===== config.mk =====
export PLATFORM = sky130hd
export DESIGN_NAME = adder64_sched
export DESIGN_NICKNAME = d
export VERILOG_FILES = /design/src/rtl/adder64_sched_pkg.sv /design/src/rtl/adder64_sched_rr_arbiter.sv /design/src/rtl/adder64_sched.sv
export SDC_FILE = /design/constraint.sdc
export NUM_CORES = 1
export LEC_CHECK = 0
export CORE_AREA = 4 4 310 312
export CTS_BUF_LIST = sky130_fd_sc_hd__clkbuf_2 sky130_fd_sc_hd__clkbuf_4 sky130_fd_sc_hd__clkbuf_8
export DETAILED_ROUTE_END_ITERATION = 6
export DIE_AREA = 0 0 314 316
export PLACE_DENSITY = 0.3
export SLEW_MARGIN = 30
export SYNTH_ARGS = -nofsm -noshare
export SYNTH_HDL_FRONTEND = slang
export SYNTH_SLANG_ARGS = --single-unit
export TNS_END_PERCENT = 20

===== constraint.sdc =====
create_clock -name clk -period 7.4 [get_ports clk]
set_clock_uncertainty 0.1 [all_clocks]
set_input_delay 1.11 -clock clk [delete_from_list [all_inputs] [get_ports clk]]
set_output_delay 1.11 -clock clk [all_outputs]
set_load 0.02 [all_outputs]

===== src/rtl/adder64_sched_pkg.sv =====
// Shared constants for the adder64 scheduler slice.
// Data width of the shared adder datapath and its pipeline depth.
// Other shared-unit schedulers import this package too.
package adder64_sched_pkg;

  // Operand and sum width of the shared adder.
  localparam int LEN_DATA  = 64;

  // adder64 latency in enabled clock edges from operand capture to sum.
  localparam int ADD64_LAT = 10;

endpackage


===== src/rtl/adder64_sched_rr_arbiter.sv =====
// Round-robin arbiter: picks the first set request at or after ptr.
// Latency: purely combinational, zero cycles.
// Backpressure: none; the caller decides whether the grant is taken.
module rr_arbiter #(
  parameter int N   = 4,
  parameter int IDW = $clog2(N)
) (
  input  logic [N-1:0]   req,
  input  logic [IDW-1:0] ptr,
  output logic           gnt_v,
  output logic [IDW-1:0] gnt_id
);

  // Scan offsets from farthest to nearest so the request closest to ptr wins last.
  always_comb begin
    gnt_v  = 1'b0;
    gnt_id = '0;
    for (int k = N - 1; k >= 0; k--) begin
      if (req[(int'(ptr) + k) % N]) begin
        gnt_v  = 1'b1;
        gnt_id = IDW'((int'(ptr) + k) % N);
      end
    end
  end

endmodule


===== src/rtl/adder64_sched.sv =====
// Shares one pipelined adder64 among NREQ requesters with round-robin issue.
// Latency: LAT enabled edges from request accept to rsp_valid.
// Backpressure: a head result not accepted freezes the adder, tags and issue.
module adder64_sched
  import adder64_sched_pkg::*;
#(
  parameter int NREQ = 4,
  parameter int LAT  = ADD64_LAT,
  parameter int IDW  = $clog2(NREQ)
) (
  input  logic                          clk,
  input  logic                          rst,
  input  logic [NREQ-1:0]               req_valid,
  output logic [NREQ-1:0]               req_ready,
  input  logic [NREQ*LEN_DATA-1:0]      req_a,
  input  logic [NREQ*LEN_DATA-1:0]      req_b,
  output logic [NREQ-1:0]               rsp_valid,
  input  logic [NREQ-1:0]               rsp_ready,
  output logic [LEN_DATA-1:0]           rsp_sum,
  output logic                          add_en,
  output logic [LEN_DATA-1:0]           add_a,
  output logic [LEN_DATA-1:0]           add_b,
  input  logic [LEN_DATA-1:0]           add_sum,
  output logic [$clog2(LAT+1)-1:0]      inflight,
  output logic                          busy
);

  localparam int CW = $clog2(LAT + 1);
  localparam logic [IDW-1:0] LAST_ID = IDW'(NREQ - 1);

  // Tag pipeline mirrors the adder stages: valid bit plus issuing requester.
  logic [LAT-1:0] tag_v_q, tag_v_d;
  logic [IDW-1:0] tag_id_q [LAT];
  logic [IDW-1:0] tag_id_d [LAT];
  logic [IDW-1:0] ptr_q, ptr_d;
  logic [CW-1:0]  inflight_q, inflight_d;

  logic           gnt_v;
  logic [IDW-1:0] gnt_id;
  logic           head_v;
  logic [IDW-1:0] head_id;
  logic           accept;
  logic           retire;

  rr_arbiter #(
    .N   (NREQ),
    .IDW (IDW)
  ) u_arb (
    .req    (req_valid),
    .ptr    (ptr_q),
    .gnt_v  (gnt_v),
    .gnt_id (gnt_id)
  );

  assign head_v  = tag_v_q[LAT-1];
  assign head_id = tag_id_q[LAT-1];

  // Only an unaccepted head result stalls; everything else keeps flowing.
  assign add_en  = !(head_v && !rsp_ready[head_id]);
  assign retire  = head_v && rsp_ready[head_id];
  assign accept  = gnt_v && add_en;

  assign rsp_sum  = add_sum;
  assign inflight = inflight_q;
  assign busy     = (inflight_q != '0);

  // Decode head tag into a one-hot response valid.
  always_comb begin
    rsp_valid = '0;
    if (head_v) rsp_valid[head_id] = 1'b1;
  end

  // Grant is only offered as ready when the adder is advancing this edge.
  always_comb begin
    req_ready = '0;
    if (accept) req_ready[gnt_id] = 1'b1;
  end

  // Steer the granted requester's operands; zeros form a bubble otherwise.
  always_comb begin
    add_a = '0;
    add_b = '0;
    if (gnt_v) begin
      add_a = req_a[gnt_id*LEN_DATA +: LEN_DATA];
      add_b = req_b[gnt_id*LEN_DATA +: LEN_DATA];
    end
  end

  // Next tag contents: new grant enters at stage 0, others shift one stage.
  always_comb begin
    tag_v_d     = {tag_v_q[LAT-2:0], gnt_v};
    tag_id_d[0] = gnt_id;
    for (int k = 1; k < LAT; k++) tag_id_d[k] = tag_id_q[k-1];
  end

  // Pointer moves past the requester that was actually accepted.
  always_comb begin
    ptr_d = ptr_q;
    if (accept) ptr_d = (gnt_id == LAST_ID) ? '0 : gnt_id + IDW'(1);
  end

  // Issue adds one, retire removes one; both together leave the count alone.
  always_comb begin
    inflight_d = inflight_q;
    case ({accept, retire})
      2'b10:   inflight_d = inflight_q + CW'(1);
      2'b01:   inflight_d = inflight_q - CW'(1);
      default: inflight_d = inflight_q;
    endcase
  end

  // Tags advance only with the adder so ids stay aligned with their sums.
  always_ff @(posedge clk or negedge rst) begin
    if (!rst) begin
      tag_v_q <= '0;
      for (int k = 0; k < LAT; k++) tag_id_q[k] <= '0;
    end else if (add_en) begin
      tag_v_q <= tag_v_d;
      for (int k = 0; k < LAT; k++) tag_id_q[k] <= tag_id_d[k];
    end
  end

  // Arbitration pointer and occupancy counter.
  always_ff @(posedge clk or negedge rst) begin
    if (!rst) begin
      ptr_q      <= '0;
      inflight_q <= '0;
    end else begin
      ptr_q      <= ptr_d;
      inflight_q <= inflight_d;
    end
  end

endmodule


==> reports/results.tsv, run 1 <==
stage	metric	value	unit
detailed_routing	top_layer_used	met5	
worst_setup_path	crit_required	6.19	ns
synth	netlist_instances	685	
grt	track_usage	0.0965	
cts	cts_tree	yes	
placement	post-dp-hpwl	45400	um
synth	synth_common_cells	mux2i_1, o22ai_1, nand2_1	
detailed_routing	met3_length	5910	um
placement	port_buffers	663	
power	comb_power_share	0.861	
power	p_seq_frac	0.101	
min_path	hold_class	reg2reg	
worst_setup_path	crit_fanout	37	
floorplanning	dieHeight	316	um
sta	finalMaxSlewViolations	0	
synth	yosysMostFrequentCell	mux2i_1	
power	leakage	5.27	nW
worst_setup_path	cp.arrival	4.43	ns
sta	setup_viol	0	
final_layout	n_fill_cell	10600	
synth	synth_edf_count	0	
power	irDropWorstVdd	127	uV
power	pwr-share-clk	0.038	
final_layout	layout.area.seq	901	um2
detailed_routing	drtIter0Drc	248	
cts	cts_made_buffers	5	
final_layout	final_nets	1850	
sta	slew_headroom	0.493	
worst_setup_path	start_kind	input port	
detailed_routing	ant_nets	0	
floorplanning	coreArea	93000	um2
detailed_routing	vias_per_cell	3.09	
sta	fin_ws	1.76	ns
floorplanning	dieArea	99200	um2
cts	post_cts_resize_count	0	
cts	cts.sinks	36	
cts	clkLatencyLatePin	0.29	ns
sta	fin_crit	5.64	ns
cts	cts_setup_buffers	0	
cts	clk_pin_slew	0.07	ns
floorplanning	initial_core_util	0.0638	
sta	setup_tns	0	ns
sta	fmax	177	MHz
status	status	complete, no violations	
synth	synth_nets	1278	
grt	grt_start_max_net_pins	68	
floorplanning	io_pins	792	
cts	htreeDepth	2	
cts	cts_root_buffer	clkbuf_8	
grt	grt_pass1_wl	67900	um
synth	ys_ff_latch	36	
synth	post_synth.cell_area_avg	8.67	um2
detailed_routing	route.final.wire_length	51700	um
power	p_per_area	264	nW/um2
flow_run	cap_violations	0	
final_layout	multi_input_area	4110	um2
power	swShare	0.488	
synth	yosys_warnings	0	
detailed_routing	vias	7761	
grt	grt_antenna_before_repair	16	
synth	synth_area_leaders	mux2i_1, dfrtp_1, o22ai_1	
grt	gr-total-overflow	0	
synth	yosysTopAreaCell	mux2i_1	
detailed_routing	route.met2.wl	24300	um
sta	rsz0062_at_grt	false	
placement	place_congestion	0.856	
floorplanning	die_w	314	um
floorplanning	row_count	112	
final_layout	drive_gt1_frac	0.0350	
power	p_int	0.00184	W
grt	grt_pass1_vias	8497	
synth	syn_area	5940	um2
sta	finalCritPeriodShare	0.762	
detailed_routing	drt_first_pass_iters	4	
sta	finalHoldViolCount	0	
synth	ys_types	34	
synth	ys_seq_area_frac	0.152	
synth	synth_top_area_share	0.433	
cts	cts_hold_buf	0	
power	switchingPower	0.00175	W
placement	pre_cts_ws	1.75	ns
cts	clockBufferDepth	2	
synth	synth-main-ff-cell	dfrtp_1	
worst_setup_path	criticalPathCategory	in2out	
detailed_routing	route.detailed.drc	0	
synth	async_reset_ff_frac	1.00	
worst_setup_path	end_kind	output port	
detailed_routing	wl_per_cell	20.6	um
detailed_routing	met1Wirelength	19200	um
sta	worstMarginPinSlew	0.760	ns
final_layout	syn_to_final_growth	129	%
[layout make-up]
type	count	area share
Antenna cell	2	0.000368
Clock buffer	6	0.00561
Clock inverter	1	0.000368
Inverter	6	0.00165
Multi-Input combinational cell	516	0.302
Sequential cell	36	0.0662
Tap cell	1254	0.115
Timing Repair Buffer	692	0.508
[worst max-delay path, stage by stage]
cell and delay, ns:
clkdlybuf4s50_1 0.52, a21boi_0 0.15, o21ai_4 0.58, nand2_4 0.49, buf_4 0.41, o22ai_1 0.38
clkdlybuf4s50_1 0.71
[kinds of logic (layout without fill, tap and decap cells)]
group / Yosys count / after routing / share of synthesized area
compound gates: 142 / 142 / 0.149
xor+xnor: 5 / 5 / 0.00738
other cells: 0 / 2 / 0
simple gates: 102 / 102 / 0.0753
buf+inv: 133 / 705 / 0.160
mux: 260 / 260 / 0.442
fa+ha+maj: 7 / 7 / 0.0148
flops: 36 / 36 / 0.152
[per-layer routing]
layer / track usage / up-vias
met3: 0.0433 / 80
met4: 0.0348 / 8
met5: 0.00629 / -
met2: 0.168 / 501
met1: 0.103 / 3534
li1: - / 3638
[through the flow]
| step | power (W) | area [um2] | util | instances | hold slack [ns] |
|---|---|---|---|---|---|
| after floorplan | 0.00215 | 5940 | - | 685 | 0.330 |
| after global routing | 0.00384 | 13600 | 0.146 | 2512 | 0.392 |
| final | 0.00359 | 13600 | 0.146 | 2513 | 0.366 |
| after detailed placement | 0.00352 | 13500 | 0.145 | 2504 | 0.352 |
| after global placement | 0.00352 | 13500 | 0.145 | 2503 | 0.348 |
| after CTS | 0.00367 | 13600 | 0.146 | 2511 | 0.371 |
[sequential cells by signal, summed over array words and instances (netlist names)]
register  count
head_id       2
inflight      4
ptr_q         2
tag_id_d     18
tag_v_q      10
[power groups by stage]
| stage | sequential (W) | clock (W) | combinational (W) |
|---|---|---|---|
| floorplan | 0.000360 | 0 | 0.00179 |
| global placement | 0.000365 | 0 | 0.00316 |
| detailed placement | 0.000367 | 0 | 0.00315 |
| CTS | 0.000363 | 0.000143 | 0.00317 |
| global route | 0.000376 | 0.000152 | 0.00331 |
| finish | 0.000362 | 0.000138 | 0.00309 |
[placed cells by master (no fill, tap or decap), drive strengths merged, types with 4 or more instances in the layout]
master,synthesis,layout
clkbuf,19,6
ha,7,7
clkdlybuf4s50,0,663
buf,108,29
xor2,4,4
inv,6,6
o22ai,128,128
dfrtp,36,36
mux2i,257,257
nand2,84,84
a21oi,4,4
and3,5,5
o21ai,5,5
[path summary, 6_finish.rpt]
path / cells past startpoint / slack [ns] / endpoint / start
max: 7 / 1.76 / add_a[29] / req_valid[0]
min: 2 / 0.37 / tag_id_d[8] / tag_id_d[8]
max reg2reg: 12 / 3.55 / inflight[2] / head_id[0]
min reg2reg: 2 / 0.37 / tag_id_d[8] / tag_id_d[8]
max in group asynchronous: 2 / 5.72 / tag_id_d[0] / rst
min in group asynchronous: 2 / 1.15 / head_id[1] / rst
Power figures use the tool's default switching activity.
==> inputs of run 2 (changes only) <==
--- a/config.mk
+++ b/config.mk
@@ -5,10 +5,10 @@
 export SDC_FILE = /design/constraint.sdc
 export NUM_CORES = 1
 export LEC_CHECK = 0
-export CORE_AREA = 4 4 310 312
+export CORE_AREA = 4 4 304 306
 export CTS_BUF_LIST = sky130_fd_sc_hd__clkbuf_2 sky130_fd_sc_hd__clkbuf_4 sky130_fd_sc_hd__clkbuf_8
 export DETAILED_ROUTE_END_ITERATION = 6
-export DIE_AREA = 0 0 314 316
+export DIE_AREA = 0 0 308 310
 export PLACE_DENSITY = 0.3
 export SLEW_MARGIN = 30
 export SYNTH_ARGS = -nofsm -noshare
==> constraint.sdc (replaced) <==
create_clock -name clk -period 5.8 [get_ports clk]
set_clock_uncertainty 0.1 [all_clocks]
set_input_delay 0.87 -clock clk [delete_from_list [all_inputs] [get_ports clk]]
set_output_delay 0.87 -clock clk [all_outputs]
set_load 0.02 [all_outputs]
==> reports/results.tsv, run 2 (synthesis results as in run 1) <==
stage	metric	value	unit	change
status	status	complete, no violations		
worst_setup_path	end_kind	output port		
grt	grt_pass1_wl	69400	um	+2.2%
detailed_routing	drtIter0Drc	219		-12%
placement	post-dp-hpwl	46300	um	+2.1%
sta	fin_crit	4.66	ns	
min_path	worstHoldPathCells	1		-1
cts	cts_hold_buf	0		unchanged
power	leakage	5.26	nW	-0.31%
worst_setup_path	r2r_cells	12		unchanged
worst_setup_path	crit_buf_inv	3		unchanged
sta	setup_tns	0	ns	unchanged
floorplanning	dieArea	95500	um2	-3.8%
final_layout	final_nets	1841		-0.49%
placement	port_buffers	663		unchanged
min_path	holdCritStartpoint	tag_v_q[8]		
grt	grt_start_max_net_pins	133		+96%
cts	cts_tree	yes		
min_path	hold_class	reg2reg		
sta	fmax	215	MHz	
final_layout	multi_input_area	4110	um2	unchanged
grt	gr-total-overflow	0		unchanged
worst_setup_path	cp_num_cells	6		-1
sta	finalCritPeriodShare	0.804		
worst_setup_path	criticalPathCategory	in2out		
worst_setup_path	crit_chain	clkdlybuf4s50_1 > or4_1 > nand2_4 > buf_12 > o22ai_1 > clkdlybuf4s50_1		
cts	clkLatencyLatePin	0.28	ns	about the same
cts	cts_made_buffers	5		unchanged
grt	track_usage	0.104		+0.00727
cts	cts.sinks	36		unchanged
final_layout	n_fill_cell	10200		-4.4%
floorplanning	die_w	308	um	-1.9%
sta	setup_viol	0		unchanged
sta	finalHoldWorstSlack	0.368	ns	+0.00257 ns
placement	place_congestion	0.840		-2.0%
power	irDropWorstVdd	248	uV	+96%
cts	cts_setup_buffers	0		unchanged
cts	clockBufferDepth	2		unchanged
sta	finalMaxSlewViolations	0		unchanged
final_layout	largest_reg_flops	18		unchanged
worst_setup_path	timing.rr.end	inflight[2]		
detailed_routing	drt_first_pass_iters	4		unchanged
floorplanning	io_pins	792		unchanged
worst_setup_path	start_kind	input port		
power	p_per_area	341	nW/um2	+29%
worst_setup_path	critPathSlowestCell	or4_1		
worst_setup_path	crit_fanout	37		unchanged
final_layout	final_common_cell	clkdlybuf4s50_1		
cts	htreeDepth	2		unchanged
detailed_routing	route.final.wire_length	53500	um	+3.5%
detailed_routing	vias_per_cell	3.17		+2.6%
sta	rsz0062_at_grt	false		
floorplanning	dieHeight	310	um	-1.9%
worst_setup_path	slowest_delay	0.66	ns	-0.05 ns
grt	grt_antenna_before_repair	24		+8
floorplanning	coreArea	89600	um2	-3.7%
min_path	hold-path-endpoint	tag_v_q[9]		
worst_setup_path	regToRegStartpoint	head_id[0]		
final_layout	syn_to_final_growth	128	%	
worst_setup_path	crit_top_cell	clkdlybuf4s50_1		
sta	finalHoldViolCount	0		unchanged
final_layout	layout_common_cells	clkdlybuf4s50_1, mux2i_1, o22ai_1		
final_layout	layout.area.seq	901	um2	unchanged
detailed_routing	route.detailed.drc	0		unchanged
worst_setup_path	critPathTopFamily	buffers and inverters		
detailed_routing	ant_nets	0		unchanged
cts	post_cts_resize_count	0		unchanged
sta	worstMarginPinSlew	0.854	ns	+0.0936 ns
detailed_routing	wl_per_cell	22.0	um	+7.1%
flow_run	cap_violations	0		unchanged
worst_setup_path	r2r_slack	2.74	ns	-0.81 ns
worst_setup_path	crit_required	4.83	ns	-1.36 ns
cts	cts_root_buffer	clkbuf_8		
floorplanning	initial_core_util	0.0662		+0.00246
final_layout	drive_gt1_frac	0.0288		-0.00618
grt	grt_pass1_vias	8427		-0.82%
worst_setup_path	cp.arrival	3.69	ns	-0.74 ns
floorplanning	row_count	110		-1.8%
sta	slew_headroom	0.431		-0.0624
cts	clk_pin_slew	0.07	ns	about the same
detailed_routing	vias	7698		-0.81%
==> run 2: cell count changes in the layout (fill, tap and decap cells not counted) <==
cell,before,now
buf_12,5,8
diode_2,2,5
buf_4,24,12
bufinv_16,0,1
==> run 2: where the power goes <==
part | switching, W | internal [W] | leakage (nW)
logic | 0.00204 | 0.00188 | 4.76
clock network | 0.0000913 | 0.000132 | 0.0586
registers | 0.0000911 | 0.000372 | 0.440
==> run 2: metrics by stage <==
| stage | power (W) | instances | util | instance area, um2 | setup slack [ns] |
|---|---|---|---|---|---|
| 4_1_cts | 0.00471 | 2425 | 0.151 | 13500 | 1.06 |
| 2_1_floorplan | 0.00274 | 685 | - | 5940 | 2.65 |
| 5_1_grt | 0.00493 | 2427 | 0.151 | 13500 | 0.934 |
| 6_report | 0.00461 | 2430 | 0.151 | 13500 | 1.14 |
| 3_5_place_dp | 0.00446 | 2417 | 0.150 | 13400 | 1.06 |
| 3_3_place_gp | 0.00448 | 2417 | 0.150 | 13400 | 1.03 |
==> run 2: per-layer routing <==
| layer | global-route usage | routed length, um | up-vias |
|---|---|---|---|
| met5 | 0 | 69 | - |
| met4 | 0.0326 | 1890 | 10 |
| met3 | 0.0561 | 6400 | 70 |
| met2 | 0.184 | 25600 | 485 |
| met1 | 0.105 | 19500 | 3506 |
| li1 | - | - | 3627 |
==> run 2: worst max path at each step <==
| stage | start | to | slack [ns] |
|---|---|---|---|
| 6_report | req_valid[3] | add_b[7] | 1.14 |
| 5_1_grt | req_valid[0] | add_b[33] | 0.93 |
| 4_1_cts | req_valid[3] | add_b[7] | 1.06 |
| 3_5_place_dp | req_valid[3] | add_b[7] | 1.06 |
| 3_3_place_gp | req_valid[0] | add_a[11] | 1.03 |
| 2_1_floorplan | req_valid[0] | add_a[0] | 2.65 |
==> run 2: layout make-up <==
class	count	share of cell area
tap	1176	0.109
antenna	5	0.000925
multi-input combinational	516	0.304
clock buffer	6	0.00565
inverter	6	0.00167
clock inverter	2	0.00259
sequential	36	0.0666
timing repair buffer	683	0.509
